**config.mk**
```make
export PLATFORM = sky130hd
export DESIGN_NAME = skinny_inv_sbox_masked
export DESIGN_NICKNAME = d
export VERILOG_FILES = /design/src/rtl/skinny_inv_sbox_masked.sv
export SDC_FILE = /design/constraint.sdc
export NUM_CORES = 1
export LEC_CHECK = 0
export ABC_CLOCK_PERIOD_IN_PS = 1900
export BUFFER_PORTS_ARGS = -buffer_cell sky130_fd_sc_hd__buf_4
export CAP_MARGIN = 5
export CELL_PAD_IN_SITES_DETAIL_PLACEMENT = 1
export CELL_PAD_IN_SITES_GLOBAL_PLACEMENT = 1
export CORE_MARGIN = 3
export CORE_UTILIZATION = 30
export DETAILED_ROUTE_END_ITERATION = 10
export GPL_TIMING_DRIVEN = 0
export PLACE_DENSITY_LB_ADDON = 0.12
export SLEW_MARGIN = 40
export SYNTH_ARGS = -nofsm -noshare
export SYNTH_HDL_FRONTEND = slang
export SYNTH_SLANG_ARGS = --single-unit
```
**constraint.sdc**
```tcl
create_clock -name clk -period 1.9 [get_ports clk]
set_input_delay 0.38 -clock clk [delete_from_list [all_inputs] [get_ports clk]]
set_output_delay 0.38 -clock clk [all_outputs]
set_load 0.01 [all_outputs]
```
**src/rtl/skinny_inv_sbox_masked.sv**
```systemverilog
// Three-share, second-order masked SKINNY-64 inverse S-box.
// S^-1 is evaluated as g, then three times (rotr; g), where g is
// x0 ^= NOR(x3,x2). Each g takes two cycles. MULT registers the nine
// refreshed cross products, and COMP folds the registered terms into
// the x0 shares.
module skinny_inv_sbox_masked #(
    parameter bit ZERO_IDLE_OUT = 1'b1
) (
    input  logic       clk,
    input  logic       rst,
    input  logic       in_valid,
    output logic       in_ready,
    input  logic [3:0] in1,
    input  logic [3:0] in2,
    input  logic [3:0] in3,
    input  logic [2:0] r,
    output logic       r_req,
    output logic       out_valid,
    input  logic       out_ready,
    output logic [3:0] out1,
    output logic [3:0] out2,
    output logic [3:0] out3
);

    typedef enum logic [1:0] {S_IDLE, S_MULT, S_COMP, S_DONE} state_t;

    state_t           r_state;
    state_t           w_state_nxt;
    logic [2:0][3:0]  r_x;        // r_x[i] = share i of the nibble
    logic [2:0][2:0]  r_p;        // r_p[i][j] = registered product na_i & nb_j (refreshed)
    logic [1:0]       r_k;        // round counter

    logic [2:0]       w_na;
    logic [2:0]       w_nb;
    logic [2:0][2:0]  w_pm;
    logic [2:0][3:0]  w_g;
    logic [2:0][3:0]  w_rot;

    // Each share pair uses one fresh bit. t_ij and t_ji use the same bit,
    // so the masks cancel when the shares are recombined.
    function automatic logic pair_r(input int i, input int j, input logic [2:0] rr);
        if (i == j)          return 1'b0;
        else if (i + j == 1) return rr[0];
        else if (i + j == 2) return rr[1];
        else                 return rr[2];
    endfunction

    // Masked NOR operands, the refreshed products, and the compressed/rotated next state.
    always_comb begin
        w_na  = '0;
        w_nb  = '0;
        w_pm  = '0;
        w_g   = '0;
        w_rot = '0;
        for (int i = 0; i < 3; i++) begin
            // Complementing only share 0 turns AND of the shared values into NOR.
            w_na[i] = r_x[i][3] ^ (i == 0);
            w_nb[i] = r_x[i][2] ^ (i == 0);
        end
        for (int i = 0; i < 3; i++) begin
            for (int j = 0; j < 3; j++) begin
                w_pm[i][j] = (w_na[i] & w_nb[j]) ^ pair_r(i, j, r);
            end
        end
        for (int i = 0; i < 3; i++) begin
            // Only registered products reach the state here.
            w_g[i]   = {r_x[i][3:1], r_x[i][0] ^ r_p[i][0] ^ r_p[i][1] ^ r_p[i][2]};
            w_rot[i] = {w_g[i][0], w_g[i][3:1]};
        end
    end

    // FSM state register.
    always_ff @(posedge clk) begin
        if (rst) r_state <= S_IDLE;
        else     r_state <= w_state_nxt;
    end

    // Next-state decode.
    always_comb begin
        w_state_nxt = r_state;
        case (r_state)
            S_IDLE: if (in_valid) w_state_nxt = S_MULT;
            S_MULT: w_state_nxt = S_COMP;
            S_COMP: w_state_nxt = (r_k == 2'd3) ? S_DONE : S_MULT;
            S_DONE: if (out_ready) w_state_nxt = S_IDLE;
            default: w_state_nxt = S_IDLE;
        endcase
    end

    // Datapath: load shares, register products, compress and rotate.
    always_ff @(posedge clk) begin
        if (rst) begin
            r_x <= '0;
            r_p <= '0;
            r_k <= '0;
        end else begin
            case (r_state)
                S_IDLE: begin
                    if (in_valid) begin
                        r_x <= {in3, in2, in1};
                        r_k <= 2'd0;
                    end
                end
                S_MULT: r_p <= w_pm;
                S_COMP: begin
                    if (r_k == 2'd3) begin
                        r_x <= w_g;
                    end else begin
                        r_x <= w_rot;
                        r_k <= r_k + 2'd1;
                    end
                end
                default: ;
            endcase
        end
    end

    assign in_ready  = (r_state == S_IDLE);
    assign r_req     = (r_state == S_MULT);
    assign out_valid = (r_state == S_DONE);

    // Shares are shown only when valid if zeroing is enabled.
    assign out1 = (ZERO_IDLE_OUT && !out_valid) ? 4'h0 : r_x[0];
    assign out2 = (ZERO_IDLE_OUT && !out_valid) ? 4'h0 : r_x[1];
    assign out3 = (ZERO_IDLE_OUT && !out_valid) ? 4'h0 : r_x[2];

endmodule
```
# Word-level counts from Yosys, hierarchy flattened

Index checks and enable logic that the tools add are counted.

Add/subtract/negate cells: 1
Equality and inequality tests: 7
Muxes and demuxes: 13
Bitwise logic cells: 26
Reductions and logical operators: 5

Operators with widths:

| kind                | count |
|---|---|
| $mux 12             | 2 |
| $pmux 12 s2         | 1 |
| $xor 1x1->1         | 15 |
| $mux 4              | 3 |
| $mux 2              | 5 |
| $and 1x1->1         | 9 |
| $pmux 2 s4          | 1 |
| $eq 2x2->1 const B  | 3 |
| $ne 2x2->1 const B  | 2 |
| $pmux 2 s2          | 1 |
| $reduce_and 2->1    | 2 |
| $reduce_and 3->1    | 1 |
| $add 2x1->2 const B | 1 |
| $eq 2x1->1 const B  | 1 |
| $logic_not 2->1     | 1 |
| $ne 2x1->1 const B  | 1 |
| $not 1->1           | 2 |
| $reduce_bool 2->1   | 1 |

Register bits after elaboration: 25
Bits of input ports: 19
Logic and storage cells: 63

# Logic depth before layout (Yosys ltp)

Gate-level depths: netlist of the first run.

Word-level depth: 5
Mapped depth: 6
Depth with buffers taken out: 5

# Worst setup path after synthesis of the first run

No wires, ideal clock.

Path kind: register to register
Start: reg r_k[0]
End: reg r_x[3] (netlist name)
Setup time: 0.088 ns
Arrival time: 1.226 ns
Required time: 1.812 ns
Slack: 0.587 ns
Cell stages (with the launch flop): 7
Path buffers: 1
Period minus slack after synthesis: 1.313 ns
Cell sequence: dfxtp_1 > ha_1 > nand2b_1 > a21oi_2 > buf_4 > nor2_1 > nor4_2

Longest elaborated chain between the ends: 3

Ends and longest elaborated chain:

| item                       | RTL line | text |
|---|---|---|
| start: declaration         | 31       | `logic [1:0] r_k;` |
| start signal: assignment   | 110      | `r_k <= r_k + 2'd1;` |
| $eq 2x2->1                 | 106      | `if (r_k == 2'd3) begin` |
| $ne 2x2->1 (no line)       | -        |  |
| $reduce_and 3->1 (no line) | -        |  |
| end signal: assignment     | 100      | `r_x <= {in3, in2, in1};` |
| end signal: assignment     | 107      | `r_x <= w_g;` |
| end signal: assignment     | 109      | `r_x <= w_rot;` |
| end: declaration           | 29       | `logic [2:0][3:0] r_x;` |

Every way passes these cells.
A chain may end at the register's enable or synchronous reset.

# Worst setup path in the final report of the first run

Start: reg r_state[1]
End: out out1[3]

Longest elaborated chain between the ends: 2

Ends and longest elaborated chain:

| item                     | RTL line | text |
|---|---|---|
| start: declaration       | 27       | `state_t r_state;` |
| start signal: assignment | 75       | `else r_state <= w_state_nxt;` |
| $eq 2x2->1               | 120      | `assign out_valid = (r_state == S_DONE);` |
| $mux 4                   | 123      | `assign out1 = (ZERO_IDLE_OUT && !out_valid) ? 4'h0 : r_x[0];` |
| end: declaration         | 20       | `output logic [3:0] out1,` |

Every way passes these cells.

==> results of run 1 <==
timing repair:
item	CTS	global route
resized for setup	0	4
endpoints found under the setup margin	10	12
endpoints found under the hold margin	0	0
power breakdown:
part / switching, mW / internal [mW]
clock network: 0.182 / 0.149
logic: 0.162 / 0.145
registers: 0.0535 / 0.568
total: 0.398 / 0.861
how the worst min path moves through the flow:
stage	startpoint	to	slack (ps)	depth (start not counted)
floorplan	r_p[8]	r_p[8]	440	2
global placement	r_p[8]	r_p[8]	450	2
detailed placement	r_p[8]	r_p[8]	460	2
CTS	r[0]	r_p[3]	410	3
global route	r[0]	r_p[3]	410	3
finish	r[0]	r_p[3]	410	3
cell usage after synthesis, types with 2 or more instances:
cell type	instances	area (um^2)
nor2_1	37	139
nand3_1	2	10.0
inv_1	4	15.0
a211oi_1	5	37.5
nor2b_1	4	25.0
nor3b_1	3	22.5
buf_4	3	22.5
and3_1	12	75.1
nand2_1	8	30.0
clkbuf_1	5	18.8
nor4_2	3	37.5
a21oi_1	9	45.0
xor2_1	5	43.8
a32oi_1	3	26.3
nand2b_1	5	31.3
dfxtp_1	25	500
o22ai_1	6	37.5
buf_2	3	15.0
nor3_2	3	30.0
a22oi_1	5	37.5
a211oi_2	2	25.0
xnor2_1	10	87.6
sequential cells by signal, indices dropped and copies added, names as in the netlist:
register	flops
r_state	2
r_p	9
r_x	12
r_k	2
stage by stage:
stage | hold slack [ps] | cells | setup slack, ps | instance area [um^2]
4_1_cts | 410 | 262 | 20.8 | 1780
3_3_place_gp | 452 | 259 | 269 | 1730
5_1_grt | 408 | 262 | 25.4 | 1780
3_5_place_dp | 464 | 259 | 261 | 1730
6_report | 413 | 262 | 112 | 1780
2_1_floorplan | 443 | 175 | 587 | 1430
metal layers:
metal  GRT usage (%)  routed length, um  up-vias
met4            4.15                 31        0
met3            2.40                144        4
met1            22.8               2140      657
met5               0                  0        -
li1                -                  -      669
met2            27.9               2030       31
critical path, stage by stage (launching register included):
cell and delay, ps:
dfxtp_1 390, buf_4 240, buf_4 200, and3_1 180, buf_4 120
cell families (layout without fill, tap and decap cells):
family / count (synthesis) / after routing / synth area share, %
AO/OA/AOI/OAI: 32 / 32 / 15.9
flip-flops: 25 / 25 / 35.1
adder cells (fa/ha/maj): 1 / 1 / 0.878
XOR/XNOR: 15 / 15 / 9.22
buffers and inverters: 17 / 52 / 6.06
AND/OR/NAND/NOR: 85 / 85 / 32.8
area by class of cell:
| cell class | count | area share [%] |
|---|---|---|
| tap | 52 | 3.66 |
| multi-input combinational | 133 | 47.1 |
| clock inverter | 1 | 0.422 |
| clock buffer | 3 | 2.32 |
| buffer | 11 | 3.73 |
| sequential | 25 | 28.1 |
| timing repair buffer | 32 | 13.5 |
| inverter | 5 | 1.06 |
==> qor.yml, run 1 <==
layout:
  fill_cells: 550
  seqCellArea_um2: 500
  antenna_cells: 0
  fin_nets: 231
  drive_above_1_share_pct: 28.6
  final_cell_mix: "nor2_1, buf_4, dfxtp_1"
  final_common_cell: "nor2_1"
  area_growth_pct: 24.8
  multi_input_area_um2: 838
  finish.utilization_pct: 39.7
worst_setup_path:
  r2r_start: "r_k[0]"
  critPathCapture: "out1[3]"
  required_ps: 1520
  critPathLaunch: "r_state[1]"
  endpoint_kind: "output pin"
  cp_data_arrival_time_ps: 1410
  path_class: "register to output pin"
  r2r_cells: 6
  startpoint_type: "register"
  r2r-end: "r_x[11]"
  regToRegSetupSlack_ps: 340
  crit_fanout: 19
detailed_routing:
  drt_first_iter_violations: 58
  via_per_inst: 5.19
  wl_um: 4340
  firstDrtPassIters: 4
  wl_per_cell_um: 16.6
  vias: 1361
  drtAntennaViolNets: 0
  drc: 0
synth:
  yosysSeqAreaShare_pct: 35.1
  syn_avg_cell_area_um2: 8.14
  ys.flop_type: "dfxtp_1"
  synth_seq_cells: 25
  postSynthCellCount: 175
  synth_edf_count: 0
  syn_nets: 195
  ys.warnings.count: 0
  ys_async_sr_fraction_pct: 0
  synth_area_mm2: 0.00143
  ys_types: 35
place:
  numPortBuffers: 32
  gp_congestion: 0.792
  dp_hpwl_um: 3400
power:
  irDropWorstVdd_v: 0.000302
  powerDensity_mw_per_mm2: 708
  p_leak_nw: 0.779
  power_mw: 1.26
clocking:
  clock_latency_ps: 270
  cts_tree: "yes"
  clockBufferDepth: 2
  cts_setup_buffers: 0
  cts_buffers: 3
  cts-root-buf: "clkbuf_8"
  cts_hold_buf: 0
  cts_max_level: 1
  clock_sinks: 25
  path_clk_slew_ps: 90
die:
  std_cell_rows: 24
  core_mm2: 0.00447
  die_h_um: 74.9
  die_x_um: 74.9
  dieArea_mm2: 0.00561
  start_util_pct: 31.9
  io_pins: 34
global_route:
  grt.overflow.total: 0
  track_usage_pct: 16.7
  first_global_vias: 1424
  grt_pass1_wl_um: 7190
  antenna_found_initial: 0
  grt_max_degree: 20
timing:
  hold_viol: 0
  maxSlewViolCount: 0
  period_share_pct: 94.1
  rsz0062_at_grt: "false"
  fmax_ghz: 0.559
  fin_crit_ps: 1790
  worst_slew_pin_slew_ps: 520
  setup_violations: 0
  relSlewSlack_pct: 65.3
  finalSetupTns_ps: 0
  skew_ps: 2.40
run:
  drv_cap: 0
status:
  status: "finished clean"
min_path:
  min_path_type: "input port to register"
Note: power is estimated with default switching activity, not from simulation.
==> run 2, diff against run 1 <==
Settings changed: CAP_MARGIN 5 to unset, GPL_TIMING_DRIVEN 0 to 1.
==> qor.yml, run 2 (synthesized netlist as in run 1, its figures left out) <==
place:
  dpl_cell_area_mm2: 0.00170
  dp_hpwl_um: 3160
  numPortBuffers: 33
  gp_congestion: 0.771
power:
  p_comb_share_pct: 23.3
  p_sw_mw: 0.396
  internal_power_mw: 0.856
  power_mw: 1.25
  swShare_pct: 31.6
  powerDensity_mw_per_mm2: 716
  clkPwrFrac_pct: 26.9
  p_leak_nw: 0.759
  power.share.sequential_pct: 49.8
  irDropWorstVdd_v: 0.000337
die:
  dieArea_mm2: 0.00561
  die_x_um: 74.9
  start_util_pct: 31.9
  std_cell_rows: 24
  io_pins: 34
  core_mm2: 0.00447
  die_h_um: 74.9
global_route:
  grt.overflow.total: 0
  antenna_found_initial: 0
  track_usage_pct: 16.1
  grt_max_degree: 26
  first_global_vias: 1377
  grt_pass1_wl_um: 6790
timing:
  relSlewSlack_pct: 77.3
  finalSetupTns_ps: 0
  timing.hold.ws_ps: 405
  period_share_pct: 95.1
  setup_violations: 0
  maxSlewViolCount: 0
  fmax_ghz: 0.554
  fin_crit_ps: 1810
  skew_ps: 2.16
  hold_viol: 0
  worst_slew_pin_slew_ps: 339
  rsz0062_at_grt: "false"
layout:
  fin_nets: 225
  drive_above_1_share_pct: 27.5
  seqCellArea_um2: 500
  final_cell_area_mm2: 0.00175
  area_growth_pct: 22.7
  multi_input_area_um2: 838
  top_regs: "r_x x12, r_p x9"
  final_cell_mix: "nor2_1, buf_4, dfxtp_1"
  largest_register_ffs: 12
  antenna_cells: 0
  fill_cells: 556
  top_register: "r_x"
worst_setup_path:
  startpoint_type: "register"
  endpoint_kind: "output pin"
  cp_num_buf_inv: 2
  path_delay_family: "flip-flops"
  cpMaxStageDelayCell: "dfxtp_1"
  crit_fanout: 22
  path_class: "register to output pin"
  r2r_cells: 5
  cp_data_arrival_time_ps: 1430
  cp.depth: 3
  crit_top_cell: "buf_4"
  crit_chain: "buf_4, and3_1, buf_4"
  required_ps: 1520
  crit_path_max_incr_delay_ps: 530
clocking:
  clock_sinks: 25
  post_cts_resized: 0
  cts_hold_buf: 0
  cts_max_level: 1
  path_clk_slew_ps: 100
  cts_tree: "yes"
  cts_buffers: 3
  clock_latency_ps: 270
  cts_setup_buffers: 0
  cts-root-buf: "clkbuf_8"
  clockBufferDepth: 2
min_path:
  min_path_type: "input port to register"
  hold_depth: 3
detailed_routing:
  drtAntennaViolNets: 0
  drc: 0
  drt_first_iter_violations: 25
  via_per_inst: 5.14
  wl_per_cell_um: 16.3
  vias: 1316
  firstDrtPassIters: 4
  wl_um: 4180
run:
  drv_cap: 0
status:
  status: "finished clean"
[run 2: stage by stage]
stage / std cells / utilization, % / setup slack, ps
6_report: 256 / 39.1 / 93.5
5_1_grt: 256 / 39.1 / 20.3
3_3_place_gp: 252 / 38.0 / 460
2_1_floorplan: 175 / - / 587
4_1_cts: 256 / 39.1 / 104
3_5_place_dp: 252 / 38.0 / 413
[run 2: power by group through the flow]
| stage | clock (mW) | sequential (mW) | combinational [mW] |
|---|---|---|---|
| after floorplan | 0 | 0.612 | 0.217 |
| after global placement | 0 | 0.637 | 0.289 |
| after detailed placement | 0 | 0.637 | 0.295 |
| after CTS | 0.352 | 0.624 | 0.297 |
| after global routing | 0.370 | 0.631 | 0.330 |
| final | 0.337 | 0.623 | 0.292 |
[run 2: path summary, 6_finish.rpt]
kind / startpoint / endpoint / slack (ps)
worst max-delay path: r_state[1] / out1[3] / 90
worst max register to register: r_state[1] / r_k[0] / 370
worst min register to register: r_p[4] / r_p[4] / 490
worst min-delay path: r[0] / r_p[3] / 400
[run 2: cell type report]
| cell class | instances | share of cell area [%] |
|---|---|---|
| multi-input combinational | 133 | 47.9 |
| sequential | 25 | 28.6 |
| timing repair buffer | 37 | 15.9 |
| inverter | 5 | 1.07 |
| tap | 52 | 3.72 |
| clock inverter | 1 | 0.429 |
| clock buffer | 3 | 2.36 |
[run 2: per-layer routing]
metal | share of wire (%) | track usage (%) | up-vias
met4 | 2.2 | 6.72 | 0
met2 | 45 | 25.2 | 29
met5 | 0 | 0 | -
met1 | 49 | 21.6 | 618
met3 | 3.8 | 2.94 | 10
li1 | - | - | 659
[run 2: tightest hold or removal path: stages]
cell and delay (ps):
buf_4 90, xnor2_1 100, a211oi_1 60
